### src/rtl/wb_regfile_pkg.sv
// Shared CPU definitions for the writeback stage: widths, register index type
// and the MEM/WB writeback bundle.
package wb_regfile_pkg;

  localparam int XLEN = 32;
  localparam int NREG = 32;
  localparam int IDXW = 5;

  typedef logic [IDXW-1:0] reg_idx_t;
  typedef logic [XLEN-1:0] xdata_t;
  typedef logic [NREG-1:0] reg_mask_t;

  typedef struct packed {
    xdata_t   mem_data;
    xdata_t   alu_data;
    logic     memtoreg;
    reg_idx_t rd;
    logic     regwrite;
    logic     floatwb;
  } wb_bundle_t;

  localparam reg_mask_t X0_MASK = reg_mask_t'(1);

  function automatic reg_mask_t idx_onehot(input reg_idx_t idx);
    reg_mask_t m;
    m      = '0;
    m[idx] = 1'b1;
    return m;
  endfunction

endpackage

### src/rtl/wb_regfile_bank.sv
// One architectural register bank: NREG x XLEN storage, one write port and two
// combinational read ports with same-cycle write bypass; optional hard-wired r0.
module reg_bank
  import wb_regfile_pkg::*;
#(
  parameter bit HARDZERO = 1'b0
) (
  input  logic     clk_i,
  input  logic     rst_i,
  input  logic     we_i,
  input  reg_idx_t waddr_i,
  input  xdata_t   wdata_i,
  input  reg_idx_t raddr1_i,
  input  reg_idx_t raddr2_i,
  output xdata_t   rdata1_o,
  output xdata_t   rdata2_o
);

  xdata_t mem_q [NREG];
  logic   wr_en;

  assign wr_en = we_i && !(HARDZERO && (waddr_i == '0));

  // NOTE: the storage array is reset because the architecture guarantees
  // every register reads 0 after reset; a plain RAM macro cannot be used here.
  always_ff @(posedge clk_i) begin
    if (rst_i) begin
      for (int i = 0; i < NREG; i++) mem_q[i] <= '0;
    end else if (wr_en) begin
      mem_q[waddr_i] <= wdata_i;
    end
  end

  // Reset masks both the stored value and the bypass path.
  assign rdata1_o = rst_i                             ? '0      :
                    (HARDZERO && (raddr1_i == '0))    ? '0      :
                    (wr_en && (waddr_i == raddr1_i))  ? wdata_i :
                                                        mem_q[raddr1_i];

  assign rdata2_o = rst_i                             ? '0      :
                    (HARDZERO && (raddr2_i == '0))    ? '0      :
                    (wr_en && (waddr_i == raddr2_i))  ? wdata_i :
                                                        mem_q[raddr2_i];

endmodule

### src/rtl/wb_regfile.sv
// Writeback stage register file: x/f banks with bypassed reads, plus the
// per-register busy scoreboard set at issue and cleared at commit.
module wb_regfile
  import wb_regfile_pkg::*;
(
  input  logic     clk_i,
  input  logic     rst_i,
  input  xdata_t   wb_mem_data_i,
  input  xdata_t   wb_alu_data_i,
  input  logic     wb_memtoreg_i,
  input  reg_idx_t wb_rd_i,
  input  logic     wb_regwrite_i,
  input  logic     wb_floatwb_i,
  input  logic     iss_valid_i,
  input  reg_idx_t iss_rd_i,
  input  logic     iss_float_i,
  input  reg_idx_t rs1_idx_i,
  input  reg_idx_t rs2_idx_i,
  input  logic     rs1_float_i,
  input  logic     rs2_float_i,
  output xdata_t   rs1_data_o,
  output xdata_t   rs2_data_o,
  output logic     rs1_busy_o,
  output logic     rs2_busy_o
);

  wb_bundle_t wb;
  xdata_t     wb_val;
  logic       we_x, we_f;

  assign wb = '{mem_data: wb_mem_data_i, alu_data: wb_alu_data_i,
                memtoreg: wb_memtoreg_i, rd: wb_rd_i,
                regwrite: wb_regwrite_i, floatwb: wb_floatwb_i};

  assign wb_val = wb.memtoreg ? wb.mem_data : wb.alu_data;
  assign we_x   = wb.regwrite && !wb.floatwb;
  assign we_f   = wb.regwrite &&  wb.floatwb;

  xdata_t x_rd1, x_rd2, f_rd1, f_rd2;

  reg_bank #(.HARDZERO(1'b1)) u_xbank (
    .clk_i, .rst_i,
    .we_i     (we_x),
    .waddr_i  (wb.rd),
    .wdata_i  (wb_val),
    .raddr1_i (rs1_idx_i),
    .raddr2_i (rs2_idx_i),
    .rdata1_o (x_rd1),
    .rdata2_o (x_rd2)
  );

  reg_bank #(.HARDZERO(1'b0)) u_fbank (
    .clk_i, .rst_i,
    .we_i     (we_f),
    .waddr_i  (wb.rd),
    .wdata_i  (wb_val),
    .raddr1_i (rs1_idx_i),
    .raddr2_i (rs2_idx_i),
    .rdata1_o (f_rd1),
    .rdata2_o (f_rd2)
  );

  assign rs1_data_o = rs1_float_i ? f_rd1 : x_rd1;
  assign rs2_data_o = rs2_float_i ? f_rd2 : x_rd2;

  // Scoreboard: set/clear masks per bank; x0 can never become busy.
  reg_mask_t busy_x_q, busy_x_d, busy_f_q, busy_f_d;
  reg_mask_t set_x, set_f, clr_x, clr_f;
  reg_mask_t eff_x, eff_f;

  assign set_x = (iss_valid_i && !iss_float_i) ? (idx_onehot(iss_rd_i) & ~X0_MASK) : '0;
  assign set_f = (iss_valid_i &&  iss_float_i) ?  idx_onehot(iss_rd_i)             : '0;
  assign clr_x = we_x ? idx_onehot(wb.rd) : '0;
  assign clr_f = we_f ? idx_onehot(wb.rd) : '0;

  // A new producer issued this cycle supersedes the one committing.
  assign busy_x_d = (busy_x_q & ~clr_x) | set_x;
  assign busy_f_d = (busy_f_q & ~clr_f) | set_f;

  // Read-side view: a bit being cleared right now reads as free unless re-set.
  assign eff_x = busy_x_q & ~(clr_x & ~set_x) & ~X0_MASK;
  assign eff_f = busy_f_q & ~(clr_f & ~set_f);

  // NOTE: sequential state uses non-blocking assignments so every flop samples
  // pre-edge values regardless of block ordering.
  always_ff @(posedge clk_i) begin
    if (rst_i) begin
      busy_x_q <= '0;
      busy_f_q <= '0;
    end else begin
      busy_x_q <= busy_x_d;
      busy_f_q <= busy_f_d;
    end
  end

  assign rs1_busy_o = !rst_i && (rs1_float_i ? eff_f[rs1_idx_i] : eff_x[rs1_idx_i]);
  assign rs2_busy_o = !rst_i && (rs2_float_i ? eff_f[rs2_idx_i] : eff_x[rs2_idx_i]);

endmodule
### config.mk
export PLATFORM = sky130hd
export DESIGN_NAME = wb_regfile
export DESIGN_NICKNAME = d
export VERILOG_FILES = /design/src/rtl/wb_regfile_pkg.sv /design/src/rtl/wb_regfile_bank.sv /design/src/rtl/wb_regfile.sv
export SDC_FILE = /design/constraint.sdc
export NUM_CORES = 2
export LEC_CHECK = 0
export CORE_MARGIN = 3
export CORE_UTILIZATION = 25
export CTS_CLUSTER_DIAMETER = 150
export DETAILED_ROUTE_END_ITERATION = 12
export PLACE_DENSITY_LB_ADDON = 0.12
export SLEW_MARGIN = 40
export SYNTH_ARGS = -nofsm -noshare
export SYNTH_HDL_FRONTEND = slang
export SYNTH_SLANG_ARGS = --single-unit
### constraint.sdc
create_clock -name clk_i -period 2.96 [get_ports clk_i]
set_input_delay 0.296 -clock clk_i [delete_from_list [all_inputs] [get_ports clk_i]]
set_output_delay 0.296 -clock clk_i [all_outputs]
set_load 0.005 [all_outputs]
Yosys cells after proc, flatten, opt, wreduce, memory -nomap -nowiden --
Memories as Yosys holds them, arrays and structs flattened. Cells that the tools add are included.
Operators by class: $lt $le $gt $ge 6, equal/unequal tests 2, mux-type cells 45, bitwise operators 14, reduce and logical (&&, ||, !) cells 22
Operator list (count):
- 2-to-1 mux 32 bit | 19
- AND 32 bit | 6
- inverter 32 bit | 6
- bitwise OR 32 bit | 2
- OR reduction 32 bit | 2
- < comparator 5 x 6 -> 1 bit (second input constant) | 4
- binary-select mux 1 bit (select 5 bit) | 4
- 2-to-1 mux 1 bit | 18
- logical NOT 5 bit | 3
- logical AND 1 bit | 13
- demux 1 bit (select 5 bit) | 2
- == test 5 bit | 2
- >= comparator 5 x 1 -> 1 bit (second input constant) | 2
- 2-to-1 mux 5 bit | 2
- logical NOT 1 bit | 4
Storage, ports and cells: flip-flop bits (word level) 64, memory bits (writable) 2048, output and inout bits 66, logic and storage cells 93, memories 2
Memories:
- u_fbank.mem_q | depth 32, width 32, rd ports 2, clocked after memory_dff 0, write ports 32, line wb_regfile_bank.sv:19 | xdata_t mem_q [NREG];
- u_xbank.mem_q | depth 32, width 32, rd ports 2, clocked after memory_dff 0, write ports 32, line wb_regfile_bank.sv:19

Depth between registers and ports, before layout --
word-level depth 13, depth in mapped cells 11, mapped depth without buffers 8

Cells and area by module --
Synthesis repeated with hierarchy kept, for this count alone.
Unflattened totals: cells, all modules 8432, area total of the unflattened synthesis 116877.1 sq um
By module, submodules not included:
- reg_bank at u_fbank | instances 1, cells each 4087, area each 56127.6 sq um, seq. area each 30749.5 sq um
- reg_bank at u_xbank | instances 1, cells each 3595, area each 54867.6 sq um, seq. area each 30749.5 sq um
- wb_regfile | instances 1, cells each 750, area each 5881.9 sq um, seq. area each 1261.2 sq um

Worst setup path before layout --
Ideal clock, no wire load.
kind in2reg, start point input wb_rd_i[2], end point memory u_xbank.mem_q[28][0] (netlist bit), enable pin, setup time 0.389 ns, arrival 2.809 ns, data required time 2.571 ns, slack -0.238 ns, cell stages on the path 7, path buffers 3, cell sequence clkbuf_1 nor3_1 clkbuf_1 nor4_1 nand2_1 clkbuf_1 nand2_1
RTL lines:
- start: declaration | line wb_regfile.sv:11 | input reg_idx_t wb_rd_i,
- end: declaration | line wb_regfile_bank.sv:19

==> qor_table.md <==
| Item | Reported |
| --- | --- |
| Slowest cell on the critical path | mux4_2 |
| Count of vias placed by the detailed router | 76094 |
| # setup viols final | 66 |
| Final instance area | 139000 um2 |
| Data arrival at the endpoint of the critical path | 3.51 ns |
| Critical path depth in cells | 8 |
| Minimum period implied by the final worst setup slack | 3.81 ns |
| Met3 capacity usage during global routing | 4.00% |
| Number of buffers inserted by port buffering | 158 |
| Share of layout cells above drive strength 1 | 39.8% |
| Number of top-level pins | 159 |
| Detailed Route Iter0 Violations | 8877 |
| TritonCTS clock tree | yes |
| HPWL after DPL | 357 mm |
| Actual slew at the worst max-slew pin | 0.909 ns |
| First drt pass iteration count | 5 |
| RSZ-0062 raised after global routing | yes |
| Hold Path End | busy_x_q[2]$_SDFF_PP0_ |
| Final Hold Vio Count | 0 |
| Worst Setup Path Type | reg2out |
| Number of flops mapped to enable cells by yosys | 2048 |
| Clock Tree Root | clkbuf_16 |
| TritonCTS Buffers | 267 |
| Clock latency on the worst-skew pair | 0.93 ns |
| End of the worst register-to-register path | busy_x_q[26]$_SDFF_PP0_ |
| Number of sinks on the clock net | 2111 |
| Mean instance size in the synthesized netlist | 14.8 um2 |
| DRC | 0 |
| Worst clock skew | 0 ns |
| Most frequent standard cell in the layout excluding fill and tap cells | nor2_1 |
| Sequential standard cell area | 62800 um2 |
| Final critical-path share of the clock period | 129% |
| Worst hold path depth | 6 |
| Violations in the final reports | negative setup slack |
| Layout overhead on the synthesized area | 27.3% |
| M2 GR Usage | 36.1% |
| Result of the run | complete, but fails checks |
| Top library cells by usage in the layout, fill and taps aside | 2145 x nor2_1, 2048 x edfxtp_1, 1284 x mux4_2, 789 x buf_4, 368 x buf_12 |
| Die area | 446000 um2 |
| Total power divided by cell area | 582 nW/um2 |
| Flop2flop setup slack | 2.15 ns |
| Antenna violations before repair | 34 |
| Number of library cell types mapped by synthesis | 67 |
| Fmax | 262 MHz |
| Post-Syn Area | 110000 um2 |
| Worst supply voltage drop on vdd | 0.470 mV |
| CP Data Required Time | 2.66 ns |
| Die width | 668 um |
| Max capacitance violation total | 0 |
| CP Max Fanout | 2 |
| Class of the most critical hold timing path | in2reg |
| Synth Flop Type | edfxtp_1 |
| Per-cell via count in the routed design | 5.36 |
| Detailed-route wire length | 522 mm |
| Most congested layer reported by global routing | met2 |
| Clock Tree Buf Depth | 4 |
| Worst Reg2Reg Path Length in Cells | 3 |
| Placed cell areas | 130000 um2 |
| Level count of the clock H-tree | 5 |
| Post-synthesis register bit count | 2111 |
| Critical Path Source Type | flop |
| Nets | 8335 |
| Die outline height | 668 um |
| Number of global-route vias before repair | 77297 |
| Routed wirelength normalized by instance count | 36.8 um |
| Area taken by multi-input logic gates | 45800 um2 |
| Cell count after synthesis | 7422 |
| Worst max-slew margin expressed relative to the limit | 38.1% |
| Worst reg2reg path startpoint | busy_x_q[26]$_SDFF_PP0_ |
| YS warnings | 0 |
| Placeable core area | 435000 um2 |
| Slew Limit Fails | 0 |
| Overall overflow remaining after global route | 0 |
| Starting density of the core | 25.1% |
| Top cell family by delay on the critical path | multiplexers |
| Ordered list of cells on the worst path | mux4_2 -> mux4_2 -> mux2i_4 -> buf_6 -> mux2i_4 -> nand2_2 -> a21oi_4 -> buf_2 |
| Standard-cell rows | 242 |
| CP max stage delay | 0.61 ns |
| Worst slack after detailed placement | -1.23 ns |
| Met1 usage | 31.5% |
| Source of the worst hold timing path | iss_float_i |
| Weighted congestion reported at the end of routability-driven placement | 0.909 |
| Seq/Total Area, Yosys | 57.3% |
| Async set or reset register ratio after synthesis | 0% |
| Number of antenna-violating nets in the routed design | 0 |
| Worst path setup slack after routing | -0.851 ns |
| Critical path capture point type | output pin |
| Maximum number of pins on one net before global-route repair | 64 |
| Number of fill cells | 42562 |
| Post-route setup TNS | -40.65 ns |
| Clock-pin slew on the worst setup and hold paths | 0.06 ns |
| Crit path buffers/inverters | 2 |
| Overall track demand over capacity in global routing | 23.0% |
| P_leak | 48.2 nW |
| Global-route wire length before repair | 701 mm |
[stage by stage]
stage	hold WS, ns	cells	util (%)	power, mW
2_1_floorplan	0.430	7453	-	41.3
3_5_place_dp	0.445	13690	29.8	48.7
3_3_place_gp	0.437	13685	29.7	48.5
6_report	0.0786	14187	32.0	81.1
5_1_grt	0.0867	14185	32.0	83.4
4_1_cts	0.00597	14181	32.0	81.8
[worst max path at each step]
stage | startpoint | endpoint | slack [ns]
after detailed placement | rs2_idx_i[0] | rs2_data_o[9] | -1.23
after global routing | u_fbank.mem_q[3][25]$_SDFFCE_PN0P_ | rs1_data_o[25] | -0.88
after global placement | rs1_idx_i[0] | rs1_data_o[19] | -2.03
final | u_fbank.mem_q[11][25]$_SDFFCE_PN0P_ | rs1_data_o[25] | -0.85
after floorplan | rs1_idx_i[0] | rs1_data_o[5] | 0.0006
after CTS | u_xbank.mem_q[21][19]$_SDFFCE_PN0P_ | rs1_data_o[19] | -0.90
[metal layers]
metal,part of all wire [%],up-vias
met5,0.0044,-
met4,5.0,4
met3,7.1,656
met2,46,3391
met1,42,41727
li1,-,30316
[state kept, by name (all words and copies together), names as in the netlist]
| name | cells |
|---|---|
| busy_f_q | 32 |
| u_xbank.mem_q | 1024 |
| busy_x_q | 31 |
| u_fbank.mem_q | 1024 |
[kinds of logic after synthesis]
kind of cell / share of synthesized area, %
xor+xnor: 0.0800
flops: 57.3
buf+inv: 3.01
other cells: 0.00342
mux: 28.0
compound gates: 2.46
simple gates: 9.12
[cells in the mapped netlist, drive strengths merged, types with 12 or more instances]
master	number	area, um2
nor2	2158	8110
edfxtp	2048	61500
mux4	1284	28900
clkbuf	538	2020
buf	303	1200
nand2	284	1070
a21oi	124	621
mux2i	101	1010
o21ai	90	450
mux2	66	743
dfxtp	63	1260
o211ai	38	285
o22ai	36	225
nand3	35	180
o221ai	28	245
o21a	24	180
a211oi	22	165
a22oi	20	150
inv	16	60.1
nor2b	12	75.1
[final cells by class]
type                            instances  share of cell area (%)
Multi-Input combinational cell       4483                    32.8
Clock inverter                        133                   0.882
Inverter                               18                  0.0583
Clock buffer                          344                    5.18
Tap cell                             5734                    5.15
Sequential cell                      2111                    45.0
Timing Repair Buffer                 1361                    10.9
Antenna cell                            3                 0.00539
[timing repair]
item	CTS	global route
resized for setup	616	78
gates cloned	2	1
buffers inserted	22	6
endpoints found under the hold margin	46	0
endpoints found under the setup margin	66	66
hold buffers	1	0
pin swaps	110	48
[worst reg2reg max path, delay by kind of cell (launching register included)]
kind,cells,cell delay [ns]
buffers and inverters,1,0.14
and+or+nand+nor,1,0.06
AOI/OAI and AO/OA,1,0.15
DFF,1,0.33
[report_power, final]
group          switching (mW)  internal, mW  total (mW)
Clock                    13.7          18.9        32.6
Combinational            7.73          5.68        13.4
Sequential              0.768          34.3        35.1
Note: power is estimated with default switching activity, not from simulation.
